<file path="src/rtl/uart_crypt_session_ctrl_if.sv">
// Bus bundle between the UART session controller and its neighbours.
//   rx_data/rx_valid       : bytes from uart_receiver
//   crypt_in/crypt_start   : packed frame and start pulse to the crypt core
//   crypt_done/crypt_out   : completion pulse and result from the crypt core
//   tx_data/tx_start       : bytes to uart_transmitter
//   tx_done                : transmitter finished a byte
//   busy/frame_done/err_timeout/rx_overrun : session status
// master: the controller side; slave: the surrounding UART/crypt environment.
interface uart_crypt_session_ctrl_if #(
  parameter int unsigned DBITS    = 8,
  parameter int unsigned RX_BYTES = 32,
  parameter int unsigned TX_BYTES = 16
) ();
  logic [DBITS-1:0]          rx_data;
  logic                      rx_valid;
  logic [DBITS*RX_BYTES-1:0] crypt_in;
  logic                      crypt_start;
  logic                      crypt_done;
  logic [DBITS*TX_BYTES-1:0] crypt_out;
  logic [DBITS-1:0]          tx_data;
  logic                      tx_start;
  logic                      tx_done;
  logic                      busy;
  logic                      frame_done;
  logic                      err_timeout;
  logic                      rx_overrun;

  modport master (
    input  rx_data, rx_valid, crypt_done, crypt_out, tx_done,
    output crypt_in, crypt_start, tx_data, tx_start,
           busy, frame_done, err_timeout, rx_overrun
  );

  modport slave (
    output rx_data, rx_valid, crypt_done, crypt_out, tx_done,
    input  crypt_in, crypt_start, tx_data, tx_start,
           busy, frame_done, err_timeout, rx_overrun
  );
endinterface

</file>
<file path="src/rtl/uart_crypt_session_ctrl.sv">
// Sequences one crypto session: packs RX_BYTES UART bytes (first byte = MSB)
// into crypt_in, pulses crypt_start, waits for crypt_done, then streams the
// TX_BYTES result MSB-first to the UART transmitter with a tx_start/tx_done
// handshake. Aborts with err_timeout on RX silence or a stalled crypt core;
// bytes arriving while the frame is in flight are dropped with rx_overrun.
// Ports:
//   clk_100MHz : system clock
//   reset      : asynchronous active-high reset
//   bus        : uart_crypt_session_ctrl_if.master (all outputs registered)
module uart_crypt_session_ctrl #(
  parameter int unsigned DBITS         = 8,
  parameter int unsigned RX_BYTES      = 32,
  parameter int unsigned TX_BYTES      = 16,
  parameter int unsigned RX_IDLE_LIMIT = 1000000,
  parameter int unsigned CRYPT_TIMEOUT = 4096
) (
  input  logic                       clk_100MHz,
  input  logic                       reset,
  uart_crypt_session_ctrl_if.master  bus
);

  localparam int unsigned IN_W   = DBITS * RX_BYTES;
  localparam int unsigned OUT_W  = DBITS * TX_BYTES;
  localparam int unsigned RXC_W  = $clog2(RX_BYTES + 1);
  localparam int unsigned IDLE_W = $clog2(RX_IDLE_LIMIT + 1);
  localparam int unsigned WAIT_W = $clog2(CRYPT_TIMEOUT + 1);
  localparam int unsigned TXI_W  = $clog2(TX_BYTES + 1);

  typedef enum logic [2:0] {
    IDLE   = 3'd0,
    RECV   = 3'd1,
    CRYPT  = 3'd2,
    WAIT   = 3'd3,
    SEND   = 3'd4,
    TXWAIT = 3'd5
  } state_t;

  state_t            state;
  logic [RXC_W-1:0]  rx_cnt;
  logic [IDLE_W-1:0] idle_cnt;
  logic [WAIT_W-1:0] wait_cnt;
  logic [TXI_W-1:0]  tx_idx;
  logic [OUT_W-1:0]  tx_shift;

  // Session FSM; pulse outputs default low each cycle.
  always_ff @(posedge clk_100MHz or posedge reset) begin
    if (reset) begin
      state           <= IDLE;
      rx_cnt          <= '0;
      idle_cnt        <= '0;
      wait_cnt        <= '0;
      tx_idx          <= '0;
      tx_shift        <= '0;
      bus.crypt_in    <= '0;
      bus.crypt_start <= 1'b0;
      bus.tx_data     <= '0;
      bus.tx_start    <= 1'b0;
      bus.busy        <= 1'b0;
      bus.frame_done  <= 1'b0;
      bus.err_timeout <= 1'b0;
      bus.rx_overrun  <= 1'b0;
    end else begin
      bus.crypt_start <= 1'b0;
      bus.tx_start    <= 1'b0;
      bus.frame_done  <= 1'b0;
      bus.err_timeout <= 1'b0;
      bus.rx_overrun  <= 1'b0;

      case (state)
        IDLE: begin
          if (bus.rx_valid) begin
            bus.crypt_in[IN_W-1 -: DBITS] <= bus.rx_data;
            rx_cnt   <= RXC_W'(1);
            idle_cnt <= '0;
            bus.busy <= 1'b1;
            state    <= RECV;
          end
        end

        RECV: begin
          // A byte on the timeout cycle takes priority over the abort.
          if (bus.rx_valid) begin
            for (int unsigned k = 1; k < RX_BYTES; k++) begin
              if (rx_cnt == RXC_W'(k)) begin
                bus.crypt_in[DBITS*(RX_BYTES-k)-1 -: DBITS] <= bus.rx_data;
              end
            end
            idle_cnt <= '0;
            if (rx_cnt == RXC_W'(RX_BYTES - 1)) begin
              rx_cnt          <= '0;
              bus.crypt_start <= 1'b1;
              state           <= CRYPT;
            end else begin
              rx_cnt <= rx_cnt + RXC_W'(1);
            end
          end else if (idle_cnt == IDLE_W'(RX_IDLE_LIMIT - 1)) begin
            bus.err_timeout <= 1'b1;
            rx_cnt          <= '0;
            idle_cnt        <= '0;
            bus.busy        <= 1'b0;
            state           <= IDLE;
          end else begin
            idle_cnt <= idle_cnt + IDLE_W'(1);
          end
        end

        CRYPT: begin
          wait_cnt <= '0;
          state    <= WAIT;
        end

        WAIT: begin
          if (bus.crypt_done) begin
            tx_shift <= bus.crypt_out;
            tx_idx   <= '0;
            state    <= SEND;
          end else if (wait_cnt == WAIT_W'(CRYPT_TIMEOUT - 1)) begin
            bus.err_timeout <= 1'b1;
            bus.busy        <= 1'b0;
            state           <= IDLE;
          end else begin
            wait_cnt <= wait_cnt + WAIT_W'(1);
          end
        end

        SEND: begin
          bus.tx_start <= 1'b1;
          bus.tx_data  <= tx_shift[OUT_W-1 -: DBITS];
          state        <= TXWAIT;
        end

        TXWAIT: begin
          if (bus.tx_done) begin
            if (tx_idx == TXI_W'(TX_BYTES - 1)) begin
              bus.frame_done <= 1'b1;
              bus.busy       <= 1'b0;
              state          <= IDLE;
            end else begin
              tx_idx   <= tx_idx + TXI_W'(1);
              tx_shift <= tx_shift << DBITS;
              state    <= SEND;
            end
          end
        end

        default: begin
          bus.busy <= 1'b0;
          state    <= IDLE;
        end
      endcase

      // Bytes are only accepted while assembling a frame.
      if (bus.rx_valid && (state inside {CRYPT, WAIT, SEND, TXWAIT})) begin
        bus.rx_overrun <= 1'b1;
      end
    end
  end

endmodule

</file>
<file path="src/flat_wrapper.sv">
// flat-port wrapper written by rule: the top's interface ports become plain ports
module uart_crypt_session_ctrl_flat 
#(
  parameter int unsigned DBITS         = 8,
  parameter int unsigned RX_BYTES      = 32,
  parameter int unsigned TX_BYTES      = 16,
  parameter int unsigned RX_IDLE_LIMIT = 1000000,
  parameter int unsigned CRYPT_TIMEOUT = 4096
)
  (clk_100MHz, reset, bus_rx_data, bus_rx_valid, bus_crypt_done, bus_crypt_out, bus_tx_done, bus_crypt_in, bus_crypt_start, bus_tx_data, bus_tx_start, bus_busy, bus_frame_done, bus_err_timeout, bus_rx_overrun);
  uart_crypt_session_ctrl_if #(.DBITS(DBITS), .RX_BYTES(RX_BYTES), .TX_BYTES(TX_BYTES)) bus_i ();
  input  logic clk_100MHz;
  input  logic reset;
  input wire logic [$bits(bus_i.rx_data)-1:0] bus_rx_data;
  input wire logic [$bits(bus_i.rx_valid)-1:0] bus_rx_valid;
  input wire logic [$bits(bus_i.crypt_done)-1:0] bus_crypt_done;
  input wire logic [$bits(bus_i.crypt_out)-1:0] bus_crypt_out;
  input wire logic [$bits(bus_i.tx_done)-1:0] bus_tx_done;
  output wire logic [$bits(bus_i.crypt_in)-1:0] bus_crypt_in;
  output wire logic [$bits(bus_i.crypt_start)-1:0] bus_crypt_start;
  output wire logic [$bits(bus_i.tx_data)-1:0] bus_tx_data;
  output wire logic [$bits(bus_i.tx_start)-1:0] bus_tx_start;
  output wire logic [$bits(bus_i.busy)-1:0] bus_busy;
  output wire logic [$bits(bus_i.frame_done)-1:0] bus_frame_done;
  output wire logic [$bits(bus_i.err_timeout)-1:0] bus_err_timeout;
  output wire logic [$bits(bus_i.rx_overrun)-1:0] bus_rx_overrun;
  assign bus_i.rx_data = bus_rx_data;
  assign bus_i.rx_valid = bus_rx_valid;
  assign bus_i.crypt_done = bus_crypt_done;
  assign bus_i.crypt_out = bus_crypt_out;
  assign bus_i.tx_done = bus_tx_done;
  assign bus_crypt_in = bus_i.crypt_in;
  assign bus_crypt_start = bus_i.crypt_start;
  assign bus_tx_data = bus_i.tx_data;
  assign bus_tx_start = bus_i.tx_start;
  assign bus_busy = bus_i.busy;
  assign bus_frame_done = bus_i.frame_done;
  assign bus_err_timeout = bus_i.err_timeout;
  assign bus_rx_overrun = bus_i.rx_overrun;
  uart_crypt_session_ctrl #(.DBITS(DBITS), .RX_BYTES(RX_BYTES), .TX_BYTES(TX_BYTES), .RX_IDLE_LIMIT(RX_IDLE_LIMIT), .CRYPT_TIMEOUT(CRYPT_TIMEOUT)) u_core (.clk_100MHz(clk_100MHz), .reset(reset), .bus(bus_i));
endmodule
</file>
<file path="config.mk">
export PLATFORM = sky130hd
export DESIGN_NAME = uart_crypt_session_ctrl_flat
export DESIGN_NICKNAME = d
export VERILOG_FILES = /design/src/rtl/uart_crypt_session_ctrl_if.sv /design/src/rtl/uart_crypt_session_ctrl.sv /design/src/flat_wrapper.sv
export SDC_FILE = /design/constraint.sdc
export NUM_CORES = 1
export LEC_CHECK = 0
export BUFFER_PORTS_ARGS = -buffer_cell sky130_fd_sc_hd__buf_2
export CORE_MARGIN = 5
export CORE_UTILIZATION = 41
export DETAILED_ROUTE_END_ITERATION = 10
export PLACE_DENSITY_LB_ADDON = 0.12
export SLEW_MARGIN = 25
export SYNTH_ARGS = -nofsm -noshare
export SYNTH_HDL_FRONTEND = slang
export SYNTH_SLANG_ARGS = --single-unit
</file>
<file path="constraint.sdc">
create_clock -name clk_100MHz -period 16.8 [get_ports clk_100MHz]
set_clock_uncertainty 0.1 [all_clocks]
set_input_delay 0.84 -clock clk_100MHz [delete_from_list [all_inputs] [get_ports clk_100MHz]]
set_output_delay 0.84 -clock clk_100MHz [all_outputs]
set_load 0.005 [all_outputs]
</file>
==> results of run 1 <==
report_power, final:
group	total [mW]	switching, mW	leakage [nW]	internal [mW]
Combinational	0.878	0.455	5.84	0.423
Sequential	1.61	0.196	5.89	1.41
Clock	1.01	0.421	0.737	0.591
Total	3.50	1.07	12.5	2.43
per-stage QoR:
stage / util / worst slack (ns) / power, mW / cells
6_report: 0.5021 / 12.87 / 3.499 / 2481
5_1_grt: 0.5021 / 12.50 / 3.730 / 2481
4_1_cts: 0.5012 / 12.56 / 3.547 / 2478
3_5_place_dp: 0.4680 / 12.43 / 2.518 / 2393
3_3_place_gp: 0.4680 / 12.43 / 2.495 / 2393
2_1_floorplan: - / 3.460 / 2.126 / 1461
kinds of logic after synthesis:
kind of cell	share of synthesized area
flops	0.5969
xor+xnor	0.009390
compound gates	0.05252
mux	0.2252
simple gates	0.08759
buf+inv	0.02307
fa+ha+maj	0.005366
layer usage:
layer	track usage	share of wire	wire length (um)
met1	0.2663	0.42	21980
met2	0.3283	0.48	24690
met3	0.06908	0.080	4143
met4	0.05198	0.018	920
met5	0	0	0
registers in the layout (all words and copies together) (netlist names), 3 cells and up:
register	cells
u_core.tx_idx	5
u_core.bus.crypt_in	256
u_core.idle_cnt	20
u_core.rx_cnt	6
u_core.tx_shift	128
u_core.bus.tx_data	8
u_core.state	3
u_core.wait_cnt	13
cells in the final DEF, fill, tap and decap left out, types with 11 or more instances in the layout:
| cell type | instances |
|---|---|
| sky130_fd_sc_hd__mux2i_1 | 120 |
| sky130_fd_sc_hd__nand4_1 | 12 |
| sky130_fd_sc_hd__clkbuf_8 | 11 |
| sky130_fd_sc_hd__clkbuf_1 | 18 |
| sky130_fd_sc_hd__nand2_1 | 178 |
| sky130_fd_sc_hd__o21ai_0 | 137 |
| sky130_fd_sc_hd__buf_2 | 410 |
| sky130_fd_sc_hd__xor2_1 | 14 |
| sky130_fd_sc_hd__mux2_2 | 264 |
| sky130_fd_sc_hd__nand3_1 | 19 |
| sky130_fd_sc_hd__clkbuf_16 | 48 |
| sky130_fd_sc_hd__nor2_1 | 48 |
| sky130_fd_sc_hd__dfrtp_1 | 445 |
worst min path at each step:
stage                    startpoint                       end  slack (ns)  cells past startpoint
2_1_floorplan  u_core.tx_shift[120]      u_core.tx_shift[120]        0.34                      2
3_3_place_gp    u_core.tx_shift[53]       u_core.tx_shift[53]        0.36                      2
3_5_place_dp    u_core.tx_shift[52]       u_core.tx_shift[52]        0.37                      2
4_1_cts                       reset  u_core.bus.crypt_in[116]        0.33                      2
5_1_grt                       reset  u_core.bus.crypt_in[115]        0.36                      2
6_report                      reset  u_core.bus.crypt_in[116]        0.28                      2
area by class of cell:
class	count	area, um2	area share
inverter	6	30.03	0.001323
timing repair buffer	420	2171	0.09568
multi-input combinational	923	7097	0.3128
clock inverter	8	80.08	0.003529
clock buffer	77	1420	0.06259
sequential	445	11140	0.4908
tap	600	750.7	0.03309
antenna	2	5.005	0.0002206
==> impl_metrics.ini, run 1 <==
[global_route]
groute.usage.overall = 0.2037
grt_overflow_total = 0
grt_pass1_vias = 13230
pin_count_of_the_biggest_net_entering_global_routing = 136
grt_first_pass_wirelength_mm = 79.96
grt_antenna_before_repair = 2

[setup_path]
critical-path-slowest-cell = sky130_fd_sc_hd__buf_4
timing_worst_setup_path_type = reg2reg
worstPathArrival_ns = 4.22
critical_path.endpoint = u_core.tx_shift[56]
rr_startpoint = u_core.state[0]
rr_endpoint = u_core.tx_shift[56]
max_stage_delay_ns = 0.81
chain_of_cells_forming_the_critical_path = nand3b_1, buf_12, o22ai_4, buf_6, buf_4, o21ai_0
critPathCaptureType = flop
r2r_setup_slack_ns = 12.87
largest_fanout_of_any_net_on_the_critical_path = 135
cp.depth = 6
worst_r2r_path_depth = 6
worst_ep_required_time_ns = 17.10
crit_family = buffers and inverters
sum_of_buffers_and_inverters_on_the_critical_path = 3
crit_start = u_core.state[0]
timing.critical_path.from_type = flop

[placed_design]
dp_hpwl_mm = 35.44
post_dp_cell_area_um2 = 21150
io_buffers = 410
gpl.final_weighted_congestion = 0.7903

[final_layout]
drive_above_1_share = 0.4103
fillCellCount = 4101
finalInstanceArea_um2 = 22690
finish.net_count = 1992
area_delta_synth_final_pct = 21.62

[route]
vias = 12660
routed_len_inst_um = 20.85
drt_first_pass_iters = 5
detailedRoute.firstIterationViolations = 754
detail_route.drc_violations = 0
routed_wirelength_mm = 51.73
drt-vias-per-instance = 5.103
post_route_ant_nets = 0

[yosys]
netlist_area_um2 = 18660
synth_fp_nets = 1610
yosys-top-cells-count = 445 x sky130_fd_sc_hd__dfrtp_1, 264 x sky130_fd_sc_hd__mux2_2, 178 x sky130_fd_sc_hd__nand2_1, 137 x sky130_fd_sc_hd__o21ai_0, 120 x sky130_fd_sc_hd__mux2i_1
ys.warnings.count = 0
yosys.area.top_type = sky130_fd_sc_hd__dfrtp_1
synth_top_area_share = 0.5969
count_of_flip_flops_with_a_built_in_enable_after_synthesis = 0
ys.flop_type = sky130_fd_sc_hd__dfrtp_1
avgSynthCellArea_um2 = 12.77
synth.yosys.seq_area_share = 0.5969
netlist_instances = 1461
postSynthRegisterBits = 445
post_synth_num_cell_types = 60
synth.top_cells.by_area = sky130_fd_sc_hd__dfrtp_1 60%, sky130_fd_sc_hd__mux2_2 16%, sky130_fd_sc_hd__mux2i_1 6.4%
synth_most_common_cell = sky130_fd_sc_hd__dfrtp_1
synthArstFlopShare = 1.000

[clock_network]
cts_num_sinks = 445
clkLatencyLatePin_ns = 0.57
cts.clk_slew.worst_paths_ns = 0.06
cts_setup_buffers = 0
tritoncts = done
cts-buffers-inserted = 47
cts-hold-fix-buffers = 0
cts_buffer_depth = 3
h-tree-depth = 2
post_cts_resize_count = 0
ctsRootBufferMaster = sky130_fd_sc_hd__clkbuf_16

[sta]
timing.final.crit_share = 0.2337
fin_worst_hold_slack_ns = 0.2817
finalHoldViolations = 0
setup_repair_after_global_routing_missed_its_margin = false
timing_worst_slew_pin_value_ns = 0.9141
fin_crit_ns = 3.926
timing_max_transition_violations_final = 0
setup_violations = 0
timing.fmax_mhz = 254.7
slew-limit-headroom = 0.3906
fin_setup_tns_ns = 0

[floorplan]
core_area_um2 = 45190
fp.dieH_um = 223.3
std_cell_rows = 78
starting_density_of_the_core = 0.4129
floorplan.die_area_um2 = 49870
die_x_um = 223.3
io_pins = 411

[min_path]
class_of_the_tightest_hold_or_removal_check = in2async

[outcome]
run_status = finished, final reports clean

[run]
drv.max_cap_violation_count = 0

[power_and_ir_drop]
power_per_cell_area_nw_per_um2 = 154.2
max-vdd-ir-drop_v = 0.00009051
static-leakage-power_nw = 12.46
(Power assumes the default switching activity.)
==> run 2, diff against run 1 <==
==> constraint.sdc (replaced) <==
create_clock -name clk_100MHz -period 3.3 [get_ports clk_100MHz]
set_clock_uncertainty 0.1 [all_clocks]
set_input_delay 0.165 -clock clk_100MHz [delete_from_list [all_inputs] [get_ports clk_100MHz]]
set_output_delay 0.165 -clock clk_100MHz [all_outputs]
set_load 0.005 [all_outputs]
==> run 2 against run 1 <==
Combinational power rose to 5.4 times the previous value. Sequential power grew to 5.1 times the previous value. Global-route usage increased by 0.98 points. Largest cell class unchanged. Wire length rose by 4.8%. Register-to-register slack lost 12 ns. Highest routed layer unchanged. Via count is 5.3% higher. Sequential cell count is the same. Critical path depth up 2. Hold slack got worse by 0.062 ns. Final cell count grew 6.1%. Worst setup slack got worse by 12 ns. Non-clock buffer count is 147 higher.
==> impl_metrics.ini, run 2 (synthesis results as in run 1) <==
[clock_network]
h-tree-depth = 2
ctsRootBufferMaster = sky130_fd_sc_hd__clkbuf_16
tritoncts = done
cts_buffer_depth = 3
cts-buffers-inserted = 48
clkLatencyLatePin_ns = 0.57
cts.clk_slew.worst_paths_ns = 0.06
post_cts_resize_count = 0
cts-hold-fix-buffers = 132
cts_num_sinks = 445
cts_setup_buffers = 0

[setup_path]
chain_of_cells_forming_the_critical_path = ha_1, and3_1, ha_1, and4bb_2, o22ai_4, buf_12, nand2_1, o21ai_0
worstPathArrival_ns = 2.88
crit_family = compound AO/OA/AOI/OAI gates
timing_worst_setup_path_type = reg2reg
max_stage_delay_ns = 0.48
critical_path.most_common_cell = sky130_fd_sc_hd__ha_1
timing.critical_path.from_type = flop
worst_ep_required_time_ns = 3.66
largest_fanout_of_any_net_on_the_critical_path = 102
critical-path-slowest-cell = sky130_fd_sc_hd__o22ai_4
sum_of_buffers_and_inverters_on_the_critical_path = 1
critPathCaptureType = flop

[route]
drt_first_pass_iters = 5
detailedRoute.firstIterationViolations = 770
routed_wirelength_mm = 54.21
vias = 13330
drt-vias-per-instance = 5.063
routed_len_inst_um = 20.60
post_route_ant_nets = 0
detail_route.drc_violations = 0

[sta]
timing.final.crit_share = 0.7655
timing_worst_slew_pin_value_ns = 1.047
setup_repair_after_global_routing_missed_its_margin = false
fin_worst_hold_slack_ns = 0.2201
timing.fmax_mhz = 395.8
fin_crit_ns = 2.526
setup_violations = 0
timing_max_transition_violations_final = 0
slew-limit-headroom = 0.3020
fin_ws_ns = 0.7737
fin_setup_tns_ns = 0
finalHoldViolations = 0

[global_route]
grt_overflow_total = 0
globalRouteMet1Util = 0.2769
met3_usage = 0.06408
pin_count_of_the_biggest_net_entering_global_routing = 125
grt_antenna_before_repair = 3
grt_first_pass_wirelength_mm = 84.22
groute.usage.overall = 0.2134
grt_busiest_layer = met2
grt_pass1_vias = 14100
gr-usage-met2 = 0.3510

[placed_design]
gpl.final_weighted_congestion = 0.7997
dp_slack_ns = 0.7180
io_buffers = 410
dp_hpwl_mm = 36.46
post_dp_cell_area_um2 = 21350

[power_and_ir_drop]
net_switching_power_figure_mw = 5.649
clk_network_pwr_share = 0.299
static-leakage-power_nw = 13.19
power_per_cell_area_nw_per_um2 = 758.8
combinational_fraction_of_design_power = 0.258
internal_power_mw = 12.80
switching_share = 0.3061
max-vdd-ir-drop_v = 0.0004966
share_seq_of_total_power = 0.443

[min_path]
class_of_the_tightest_hold_or_removal_check = in2async

[final_layout]
finalInstanceArea_um2 = 24320
area_delta_synth_final_pct = 30.35
mostFrequentLayoutCell = sky130_fd_sc_hd__dfrtp_1
reg_with_most_ffs = u_core.bus.crypt_in
fillCellCount = 3945
finish.net_count = 2140
largest_reg_flops = 256
drive_above_1_share = 0.3948
biggestRegsByFlops = u_core.bus.crypt_in x256, u_core.tx_shift x128, u_core.idle_cnt x20
final_core_utilization = 0.5382
highest_count_cells_in_the_layout_ignoring_fill_and_taps = 445 x sky130_fd_sc_hd__dfrtp_1, 410 x sky130_fd_sc_hd__buf_2, 264 x sky130_fd_sc_hd__mux2_2

[floorplan]
starting_density_of_the_core = 0.4129
io_pins = 411
floorplan.die_area_um2 = 49870
die_x_um = 223.3
fp.dieH_um = 223.3
std_cell_rows = 78
core_area_um2 = 45190

[run]
drv.max_cap_violation_count = 0

[outcome]
run_status = finished, final reports clean
[run 2: cell types whose count changed in the layout (fill, tap and decap cells not counted), moves of 3 or more]
cell / previous run / this run
sky130_fd_sc_hd__dlygate4sd3_1: 0 / 132
sky130_fd_sc_hd__buf_4: 5 / 17
sky130_fd_sc_hd__clkbuf_1: 18 / 6
sky130_fd_sc_hd__buf_12: 1 / 8
sky130_fd_sc_hd__clkbuf_8: 11 / 17
sky130_fd_sc_hd__clkinv_2: 5 / 10
sky130_fd_sc_hd__buf_6: 3 / 0
[run 2: final timing paths]
check	slack, ns	startpoint	cells past startpoint	endpoint
hold reg to reg	0.38	u_core.tx_shift[26]	2	u_core.tx_shift[26]
setup reg to reg	0.77	u_core.tx_idx[0]	8	u_core.tx_shift[37]
setup / recovery	0.77	u_core.tx_idx[0]	8	u_core.tx_shift[37]
hold / removal	0.22	reset	3	u_core.bus.crypt_in[225]
max in group asynchronous	1.89	reset	4	u_core.tx_shift[115]
min in group clk_100MHz	0.25	bus_rx_data[7]	2	u_core.bus.crypt_in[239]
[run 2: per-stage QoR]
| stage | power [mW] | cells |
|---|---|---|
| 2_1_floorplan | 10.82 | 1461 |
| 3_3_place_gp | 12.84 | 2409 |
| 3_5_place_dp | 12.96 | 2409 |
| 4_1_cts | 18.70 | 2629 |
| 5_1_grt | 19.59 | 2632 |
| 6_report | 18.45 | 2632 |
[run 2: area by class of cell]
cell class | instances | area (um2) | area share
Timing Repair Buffer | 567 | 3661 | 0.1506
Antenna cell | 3 | 7.507 | 0.0003087
Clock buffer | 71 | 1458 | 0.05994
Inverter | 6 | 26.28 | 0.001081
Clock inverter | 17 | 181.4 | 0.007461
Tap cell | 600 | 750.7 | 0.03087
Sequential cell | 445 | 11140 | 0.4579
Multi-Input combinational cell | 923 | 7097 | 0.2918
[run 2: power groups by stage]
stage	Combinational (mW)	Sequential, mW	Clock, mW
after global placement	4.63	8.20	0
final	4.77	8.17	5.51
after detailed placement	4.71	8.25	0
after floorplan	2.70	8.12	0
after global routing	5.33	8.38	5.88
after CTS	4.85	8.18	5.66
[run 2: worst reg2reg max path, stage by stage, from the launching register on]
cell,delay (ns)
sky130_fd_sc_hd__dfrtp_1,0.37
sky130_fd_sc_hd__ha_1,0.19
sky130_fd_sc_hd__and3_1,0.16
sky130_fd_sc_hd__ha_1,0.17
sky130_fd_sc_hd__and4bb_2,0.26
sky130_fd_sc_hd__o22ai_4,0.48
sky130_fd_sc_hd__buf_12,0.38
sky130_fd_sc_hd__nand2_1,0.20
sky130_fd_sc_hd__o21ai_0,0.11
[run 2: per-layer routing]
layer  vias up  routed length [um]
li1       6199                   -
met1      6715               22970
met2       337               26200
met3        75                3837
met4         0                1206
met5         -                   0
==> run 3, diff against run 2 <==
--- a/config.mk
+++ b/config.mk
@@ -5,6 +5,7 @@
 export SDC_FILE = /design/constraint.sdc
 export NUM_CORES = 1
 export LEC_CHECK = 0
+export ABC_AREA = 1
 export BUFFER_PORTS_ARGS = -buffer_cell sky130_fd_sc_hd__buf_2
 export CORE_MARGIN = 5
 export CORE_UTILIZATION = 41
==> constraint.sdc (replaced) <==
create_clock -name clk_100MHz -period 2.3 [get_ports clk_100MHz]
set_clock_uncertainty 0.1 [all_clocks]
set_input_delay 0.115 -clock clk_100MHz [delete_from_list [all_inputs] [get_ports clk_100MHz]]
set_output_delay 0.115 -clock clk_100MHz [all_outputs]
set_load 0.005 [all_outputs]
==> run 3 against run 2 <==
Non-clock buffer count up 52. Final area rose by 1.5%. Register-to-register slack worse by 0.62 ns. Largest power group unchanged. Synthesized cell count is 39% higher. Largest cell class unchanged. Sequential share of layout area decreased by 0.68 points. Worst setup slack worse by 0.62 ns. First-iteration DRC count rose by 37%. Via count up 20%. Critical endpoint is now u_core.tx_shift[94].
==> impl_metrics.ini, run 3 <==
[route]
detailedRoute.firstIterationViolations = 1056
vias = 16040
post_route_ant_nets = 0
drt-vias-per-instance = 5.000
routed_wirelength_mm = 59.61
detail_route.drc_violations = 0
routed_len_inst_um = 18.58
drt_first_pass_iters = 5

[sta]
timing.fmax_mhz = 465.8
setup_repair_after_global_routing_missed_its_margin = true
timing_worst_slew_pin_value_ns = 0.6254
timing_max_transition_violations_final = 0
fin_setup_tns_ns = 0
slew-limit-headroom = 0.5819
timing.final.crit_share = 0.9334
finalHoldViolations = 0
fin_crit_ns = 2.147
setup_violations = 0

[min_path]
worst_hold_startpoint = bus_rx_data[0]
class_of_the_tightest_hold_or_removal_check = in2reg

[run]
drv.max_cap_violation_count = 0

[clock_network]
cts_buffer_depth = 3
clkLatencyLatePin_ns = 0.59
tritoncts = done
cts_setup_buffers = 0
ctsRootBufferMaster = sky130_fd_sc_hd__clkbuf_16
cts-buffers-inserted = 49
cts_num_sinks = 445
h-tree-depth = 2
cts.clk_slew.worst_paths_ns = 0.06

[floorplan]
starting_density_of_the_core = 0.4124
std_cell_rows = 78
floorplan.die_area_um2 = 49820
core_area_um2 = 45190
die_x_um = 223.2
fp.dieH_um = 223.2
io_pins = 411

[placed_design]
gpl.final_weighted_congestion = 0.8461
dp_hpwl_mm = 40.58
io_buffers = 410
post_dp_cell_area_um2 = 21500

[power_and_ir_drop]
internal_power_mw = 17.32
clk_network_pwr_share = 0.313
share_seq_of_total_power = 0.416
static-leakage-power_nw = 11.94
switching_share = 0.3319
power_per_cell_area_nw_per_um2 = 1050
max-vdd-ir-drop_v = 0.0006449
net_switching_power_figure_mw = 8.604
combinational_fraction_of_design_power = 0.271

[setup_path]
rr_startpoint = u_core.tx_idx[0]
worst_ep_required_time_ns = 2.69
crit_start = u_core.tx_idx[0]
worstPathArrival_ns = 2.53
largest_fanout_of_any_net_on_the_critical_path = 56
timing.critical_path.from_type = flop
critPathCaptureType = flop
timing_worst_setup_path_type = reg2reg

[final_layout]
highest_count_cells_in_the_layout_ignoring_fill_and_taps = 480 x sky130_fd_sc_hd__nand2_1, 445 x sky130_fd_sc_hd__dfrtp_1, 410 x sky130_fd_sc_hd__buf_2
finish.net_count = 2718
reg_with_most_ffs = u_core.bus.crypt_in
mostFrequentLayoutCell = sky130_fd_sc_hd__nand2_1
finalInstanceArea_um2 = 24680
biggestRegsByFlops = u_core.bus.crypt_in x256, u_core.tx_shift x128, u_core.idle_cnt x20
area_delta_synth_final_pct = 32.44
final_core_utilization = 0.5462
largest_reg_flops = 256
drive_above_1_share = 0.2244

[global_route]
pin_count_of_the_biggest_net_entering_global_routing = 83
groute.usage.overall = 0.2353
grt_antenna_before_repair = 1
grt_overflow_total = 0
grt_pass1_vias = 16220
grt_first_pass_wirelength_mm = 93.94

[yosys]
synth_most_common_cell = sky130_fd_sc_hd__nand2_1
ys.flop_type = sky130_fd_sc_hd__dfrtp_1
yosys-top-cells-count = 480 x sky130_fd_sc_hd__nand2_1, 445 x sky130_fd_sc_hd__dfrtp_1, 227 x sky130_fd_sc_hd__o21ai_0, 195 x sky130_fd_sc_hd__inv_1, 170 x sky130_fd_sc_hd__o21ai_1
synth.top_cells.by_area = sky130_fd_sc_hd__dfrtp_1 60%, sky130_fd_sc_hd__nand2_1 9.7%, sky130_fd_sc_hd__o21ai_0 6.1%
avgSynthCellArea_um2 = 9.207
yosys.area.top_type = sky130_fd_sc_hd__dfrtp_1
synthArstFlopShare = 1.000
synth.yosys.seq_area_share = 0.5976
synth_fp_nets = 2173
ys.warnings.count = 0
netlist_instances = 2024
post_synth_num_cell_types = 38
count_of_flip_flops_with_a_built_in_enable_after_synthesis = 0
synth_top_area_share = 0.5976
postSynthRegisterBits = 445
netlist_area_um2 = 18640

[outcome]
run_status = finished, final reports clean
==> run 3: metal layers <==
layer | track usage | share of wire | vias up
met3 | 0.06579 | 0.074 | 107
met5 | 0 | 0 | -
li1 | - | - | 7758
met2 | 0.3786 | 0.47 | 448
met1 | 0.3112 | 0.43 | 7728
met4 | 0.07510 | 0.030 | 0
==> run 3: path summary, 6_finish.rpt <==
kind                                            endpoint  slack [ns]  cells past startpoint
worst max-delay path                 u_core.tx_shift[94]        0.15                     12
worst min-delay path            u_core.bus.crypt_in[152]        0.03                      4
worst max register to register       u_core.tx_shift[94]        0.15                     12
worst min register to register       u_core.wait_cnt[12]        0.37                      2
max in group asynchronous            u_core.tx_shift[99]        0.55                      6
min in group asynchronous         u_core.bus.crypt_in[5]        0.61                      4
==> run 3: area by class of cell <==
type	count	area (um2)
well taps	600	750.7
fillers	4100	20500
diodes	1	2.502
inverters	199	758.2
multi-input cells	1255	6180
repair buffers	619	4189
flip-flops and latches	445	11140
clock buffers	70	1405
clock inverters	19	260.3
==> run 3: power by group through the flow <==
stage	clock (mW)	combinational, mW	sequential [mW]
CTS	8.27	7.00	10.8
floorplan	0	4.21	10.8
finish	8.10	7.03	10.8
detailed placement	0	6.78	10.9
global placement	0	6.64	10.8
global route	8.59	8.02	11.0
==> run 3: timing repair <==
| item | CTS | global route |
|---|---|---|
| resized for setup | 0 | 3 |
| endpoints found under the setup margin | 0 | 5 |
| hold endpoints to repair | 450 | 0 |
| hold buffers | 147 | 0 |
==> run 3: logic make-up after synthesis <==
logic type                 Yosys count  synth area share
DFF                                445            0.5976
xor gates and xnor gates            13          0.006110
adders and majority gates            8          0.005372
and+or+nand+nor                    678            0.1525
AOI/OAI and AO/OA                  556            0.1665
buffers and inverters              324           0.07197
==> run 3: worst max-delay path, stage by stage, from the launching register on <==
cell and delay (ns):
sky130_fd_sc_hd__dfrtp_1 0.38, sky130_fd_sc_hd__ha_1 0.21, sky130_fd_sc_hd__nand2_1 0.09, sky130_fd_sc_hd__nor2_1 0.04, sky130_fd_sc_hd__ha_1 0.17, sky130_fd_sc_hd__inv_1 0.08
sky130_fd_sc_hd__nand2_1 0.08, sky130_fd_sc_hd__nand2_2 0.09, sky130_fd_sc_hd__nand2_2 0.09, sky130_fd_sc_hd__inv_6 0.19, sky130_fd_sc_hd__buf_12 0.26, sky130_fd_sc_hd__o211ai_1 0.14
sky130_fd_sc_hd__o21ai_0 0.11
==> run 3: through the flow <==
| step | power [mW] | worst slack (ns) | hold WS, ns | std cells |
|---|---|---|---|---|
| after floorplan | 15.04 | -3.930 | 0.1466 | 2024 |
| after global placement | 17.46 | 0.2092 | 0.05498 | 2970 |
| after detailed placement | 17.64 | 0.1802 | 0.06050 | 2970 |
| after CTS | 26.05 | 0.1708 | 0.003668 | 3206 |
| after global routing | 27.62 | -0.01085 | 0.03127 | 3208 |
| final | 25.93 | 0.1533 | 0.03446 | 3208 |
